**config.mk**
```make
export PLATFORM = sky130hd
export DESIGN_NAME = orientation_debounce
export DESIGN_NICKNAME = d
export VERILOG_FILES = /design/src/rtl/orientation_debounce.sv
export SDC_FILE = /design/constraint.sdc
export NUM_CORES = 1
export LEC_CHECK = 0
export CAP_MARGIN = 20
export CORE_MARGIN = 2
export CORE_UTILIZATION = 25
export DETAILED_ROUTE_END_ITERATION = 16
export MAX_ROUTING_LAYER = met4
export SYNTH_ARGS = -nofsm -noshare
export SYNTH_HDL_FRONTEND = slang
export SYNTH_SLANG_ARGS = --single-unit
```
**constraint.sdc**
```tcl
create_clock -name clk -period 2.4 [get_ports clk]
set_input_delay 0.48 -clock clk [delete_from_list [all_inputs] [get_ports clk]]
set_output_delay 0.48 -clock clk [all_outputs]
set_load 0.01 [all_outputs]
```
**src/rtl/orientation_debounce.sv**
```systemverilog
// Debounces a 4-bit orientation code: a new code must repeat STABLE_COUNT valid samples
// before it is committed, then HOLD_SAMPLES valid samples are ignored.
module orientation_debounce #(
    parameter int unsigned STABLE_COUNT = 8,
    parameter int unsigned HOLD_SAMPLES = 4
) (
    input  logic       clk,
    input  logic       rst,
    input  logic       sample_valid,
    input  logic [3:0] orientation_in,
    output logic [3:0] orientation_out,
    output logic       changed,
    output logic       pending,
    output logic       holding,
    output logic       code_err
);

    typedef enum logic [1:0] {
        IDLE,
        CAND,
        HOLD
    } state_t;

    localparam logic [7:0] SC8 = 8'(STABLE_COUNT);
    localparam logic [7:0] HS8 = 8'(HOLD_SAMPLES);

    state_t     state, state_nx;
    logic [3:0] cand, cand_nx;
    logic [3:0] out_nx;
    logic [3:0] code;
    logic [3:0] commit_code;
    logic [7:0] count, count_nx;
    logic [7:0] hcnt, hcnt_nx;
    logic       commit;
    logic       bad_code;

    assign bad_code = orientation_in > 4'd8;
    assign code     = bad_code ? '0 : orientation_in;
    assign pending  = (state == CAND);
    assign holding  = (state == HOLD);

    always_comb begin
        state_nx    = state;
        cand_nx     = cand;
        count_nx    = count;
        hcnt_nx     = hcnt;
        out_nx      = orientation_out;
        commit      = 1'b0;
        commit_code = cand;
        if (sample_valid) begin
            case (state)
                IDLE: begin
                    if (code != orientation_out) begin
                        if (SC8 == 8'd1) begin
                            commit      = 1'b1;
                            commit_code = code;
                        end else begin
                            state_nx = CAND;
                            cand_nx  = code;
                            count_nx = 8'd1;
                        end
                    end
                end
                CAND: begin
                    if (code == cand) begin
                        if (count + 8'd1 == SC8) begin
                            commit      = 1'b1;
                            commit_code = cand;
                        end else begin
                            count_nx = count + 8'd1;
                        end
                    end else if (code == orientation_out) begin
                        // excursion back to the committed code is discarded silently
                        state_nx = IDLE;
                        count_nx = '0;
                    end else if (SC8 == 8'd1) begin
                        commit      = 1'b1;
                        commit_code = code;
                    end else begin
                        cand_nx  = code;
                        count_nx = 8'd1;
                    end
                end
                HOLD: begin
                    if (hcnt + 8'd1 == HS8) begin
                        state_nx = IDLE;
                        hcnt_nx  = '0;
                    end else begin
                        hcnt_nx = hcnt + 8'd1;
                    end
                end
                default: state_nx = IDLE;
            endcase
        end
        if (commit) begin
            out_nx   = commit_code;
            cand_nx  = commit_code;
            count_nx = '0;
            hcnt_nx  = '0;
            state_nx = (HS8 != 8'd0) ? HOLD : IDLE;
        end
    end

    always_ff @(posedge clk) begin
        if (rst) begin
            state           <= IDLE;
            cand            <= '0;
            count           <= '0;
            hcnt            <= '0;
            orientation_out <= '0;
            changed         <= 1'b0;
            code_err        <= 1'b0;
        end else begin
            state           <= state_nx;
            cand            <= cand_nx;
            count           <= count_nx;
            hcnt            <= hcnt_nx;
            orientation_out <= out_nx;
            changed         <= commit;
            if (sample_valid && bad_code) begin
                code_err <= 1'b1;
            end
        end
    end

endmodule
```
# == Word-level counts from Yosys, hierarchy flattened ==
# Cells that the tools add are included.
# totals
mem_bits_rw,0
regBits,28
input_bits,7
rom_bits,0
wordCells,61
mem_count,0
latchBits,0
# classes
mul,0
shifts,0
bitwise_logic,1
add_sub_neg,2
div_mod_pow,0
reduce_logical,10
mux,22
eq_ne,17
n_lt_le_gt_ge,1
# op_table
cell,count
$mux W8,4
$add A8 B1 Y8 const B,2
$mux W4,4
$pmux W8 S2,1
$mux W2,6
$reduce_and A5 Y1,2
$ne A3 B3 Y1 const B,3
$eq A4 B4 Y1,2
$eq A8 B3 Y1 const B,1
$eq A8 B4 Y1 const B,1
$pmux W4 S2,1
$ne A2 B2 Y1 const B,3
$ne A3 B1 Y1 const B,2
$pmux W2 S3,1
$reduce_and A6 Y1,1
$mux W1,5
$gt A4 B4 Y1 const B,1
$ne A2 B1 Y1 const B,2
$ne A4 B4 Y1,1
$reduce_and A4 Y1,1
$reduce_bool A2 Y1,2
$eq A2 B1 Y1 const B,1
$eq A2 B2 Y1 const B,1
$logic_not A2 Y1,1
4 further kinds,4

# == Longest topological paths before layout ==
# depth
depth_word,8
depth_mapped,9
depth_no_buf,7

# == Worst setup path after synthesis ==
# Ideal clock, no wire load.
# synth_timing
path_kind,in2reg
start,in orientation_in[1]
end,reg count[6]
path_stages,7
required_ns,2.334
slack_ns,0.118
t_arrival_ns,2.216
path_buffers,1
cell_sequence,buf_6 -> or3b_1 -> a32o_1 -> o22ai_4 -> o21ai_4 -> or4_4 -> a21oi_2
# synth_between
elab_chain_len,7
word_cells_on_any_way,13
cone_classes,1 x order compare; 4 x eq/ne; 6 x mux; 2 x reduce/logical
# synth_lines
element,line,text
from (decl),10,"input logic [3:0] orientation_in,"
$gt A4 B4 Y1,37,assign bad_code = orientation_in > 4'd8;
$mux W4 *,38,assign code = bad_code ? '0 : orientation_in;
$eq A4 B4 Y1,65,if (code == cand) begin
$mux W1,65,
$mux W1,51,case (state)
$mux W1,50,if (sample_valid) begin
$reduce_or A2 Y1 (no line),-,
to (signal assigned),116,count <= count_nx;
to (decl),32,"logic [7:0] count, count_nx;"
# Every way passes the cells marked *; elsewhere a longest branch is shown, timed or not.
# A chain may end at the register's enable or synchronous reset.

# == Worst setup path in the final report ==
# layout_timing
start,in orientation_in[2]
end,reg count[2]
# The elaborated chain is that of the path after synthesis.

==> out/results.ini <==
[run_status]
outcome=finished clean

[power_and_ir_drop]
switchingPower_w=0.000244
ir_worst_vdd_v=0.000197
power_density_mw_per_mm2=460
seqPwrFrac=0.474
p_sw_frac=0.240
clkPwrFrac=0.381
p_int_w=0.000773
p_leak_nw=0.849
comb_power_share=0.146

[global_routing]
grt_max_degree=18
antenna_found_initial=0
grtUsageMet1=0.149
grt_pass1_vias=1431
grt_usage=0.107
grt_util_met3=0.0181
grt_first_pass_wirelength_mm=6.45
grt-busiest-layer=met2
met2_usage=0.165
grt_overflow=0

[setup_path]
cp_slowest_cell=clkdlybuf4s50_1
cp_common_cell=buf_4
crit_chain=clkdlybuf4s50_1 > nor4b_4 > buf_4 > a32o_1 > o22ai_4 > buf_4 > o21a_1 > mux2i_1 > a21oi_1
max_stage_delay_ns=0.49
criticalPathCategory=in2reg
crit_arrival_ns=2.47
critical_path_required_ns=2.58
cp-start-kind=primary input
path_max_fanout=3
reg2reg_depth=8
cp-end-kind=register

[floorplanning]
die_y_um=86.3
core_area_mm2=0.00646
io_pins=15
die_area_mm2=0.00745
dieWidth_um=86.3
num_rows=29
floorplan.initialDensity=0.262

[synth]
yosys.area.top_type=dfxtp_1
synth-xor-area-share=0.0517
ys_types=55
yosysWarnings=0
synth_fa_ha_area_frac=0.0222
ys_top_cells_by_area=dfxtp_1, nor2_1, mux2i_1
synth_edf_count=0
syn_area_mm2=0.00169
synth_common_cells=dfxtp_1, nor2_1, nand2_1, a21oi_1
synth_most_common_cell=dfxtp_1
syn-num-nets=208
synth_seq_cells=28
yosys.area_share.simple=0.294
synthMuxAreaShare=0.0414
yosys.area.top_type_share=0.331
synth_top_family_by_area=simple AND/OR/NAND/NOR gates
synthCells=198
synth_compound_area_frac=0.211
ys.flop_type=dfxtp_1
ys_seq_area_frac=0.331
avgSynthCellArea_um2=8.55
async_flop_share=0

[timing]
worst_slack_ns=0.108
post-route-min-period_ns=2.29
maxSlewViolCount=0
tns_ns=0
skew_ns=0.00771
slew_headroom=0.677
max_freq_mhz=436
finalSetupViolCount=0
fin_crit_sh=0.955
hold_violations=0
tightest_slew_ns=0.484

[placement]
port-buffer-count=14
place_congestion=0.839
place_ws_ns=-0.290
place_inst=309
dp_hpwl_mm=2.72
dpl_cell_area_mm2=0.00208

[hold_path]
hold_class=reg2reg
min_path_cells=2

[clock_network]
clockBufferDepth=2
ctsHoldBuffers=0
cts_tree=built
clock_sinks=28
clk_latency_ns=0.28
cts_root_buffer=clkbuf_8
clk_transition_reported_paths_ns=0.10
cts_made_buffers=3
h-tree-depth=1

[detailed_routing]
wl_mm=3.76
drc=0
ant_nets=0
drtPass1Iterations=4
drtIter0Drc=48
num_vias=1500
vias_per_cell=4.79
wl_per_cell_um=12.0

[cells_and_area]
multi_input_area_mm2=0.00110
nFillCells=674
finalNonFillerCells=313
syn_to_final_growth_pct=30.6
nets=247
antennaDiodeCount=0
regArea_um2=561
drive_gt1_frac=0.191
fin_area_mm2=0.00221

[job]
drv_cap=0

state kept, by name, summed over array words and instances (netlist names):
name and count:
code_err 1, orientation_out 4, state 2, count 8, hcnt 8, cand 4, changed 1
critical path: cells and delay by family:
kind            cells  cell delay (ns)
mux                 1             0.15
compound gates      4             0.58
simple gates        1             0.42
buf+inv             3             0.84
cell usage in the layout (no fill, tap or decap), types with 2 or more instances in the layout:
cell,synthesis,final
or3_1,3,3
nand4bb_1,2,2
clkbuf_8,0,3
o22ai_1,2,2
nor4_1,4,4
o21ai_0,7,7
dfxtp_1,28,28
nor3_1,8,8
nor2b_1,3,3
dlymetal6s2s_1,0,3
inv_1,8,8
xor2_1,7,7
buf_4,1,25
xnor2_1,3,3
clkdlybuf4s50_1,0,11
ha_1,3,3
and2_1,4,4
o21a_1,4,4
nand2b_1,3,3
o211ai_1,2,2
or3b_1,3,2
nand3_1,6,6
a21oi_1,13,13
mux2i_1,7,7
a22oi_1,2,2
nand4_1,4,4
nor2_1,22,22
nand2_1,17,17
final timing paths:
kind,from,end,slack (ns)
setup / recovery,orientation_in[2],count[2]$_SDFFE_PP0P_,0.11
hold reg to reg,code_err$_SDFFE_PP0P_,code_err$_SDFFE_PP0P_,0.49
hold / removal,code_err$_SDFFE_PP0P_,code_err$_SDFFE_PP0P_,0.49
setup reg to reg,count[0]$_SDFFE_PP0P_,count[6]$_SDFFE_PP0P_,0.18
final cells by class:
| cell class | instances | share of cell area |
|---|---|---|
| multi-input cells | 156 | 0.496 |
| flip-flops and latches | 28 | 0.254 |
| repair buffers | 40 | 0.161 |
| well taps | 77 | 0.0436 |
| clock buffers | 3 | 0.0187 |
| clock inverters | 1 | 0.0136 |
| inverters | 8 | 0.0136 |
cells by family after synthesis:
kind of cell,count (synthesis)
buffers and inverters,14
adders and majority gates,3
muxes,7
DFF,28
xor gates and xnor gates,10
and+or+nand+nor,90
AOI/OAI and AO/OA,46
power by group through the flow:
stage / registers, W / clock network (W) / logic, W
6_report: 0.000482 / 0.000387 / 0.000148
5_1_grt: 0.000483 / 0.000410 / 0.000162
4_1_cts: 0.000481 / 0.000394 / 0.000139
3_5_place_dp: 0.000492 / 0 / 0.000138
3_3_place_gp: 0.000492 / 0 / 0.000138
2_1_floorplan: 0.000490 / 0 / 0.0000777
through the flow:
step           hold slack (ns)  utilization  total power (W)
6_report                 0.489        0.342          0.00102
5_1_grt                  0.517        0.342          0.00106
4_1_cts                  0.496        0.334          0.00101
3_5_place_dp             0.457        0.323         0.000630
3_3_place_gp             0.467        0.323         0.000630
2_1_floorplan            0.459            -         0.000568
layer usage:
| metal | part of all wire | vias up |
|---|---|---|
| li1 | - | 796 |
| met1 | 0.53 | 687 |
| met2 | 0.45 | 14 |
| met3 | 0.020 | 3 |
| met4 | 0.0053 | 0 |
| met5 | 0 | - |
repair_timing:
item | 4_1_cts | 5_1_grt
gates resized for setup | 0 | 9
endpoints found under the setup margin | 0 | 4
setup buffers | 0 | 0
hold endpoints to repair | 0 | 0
No activity file was read; power rests on OpenSTA's default activity.
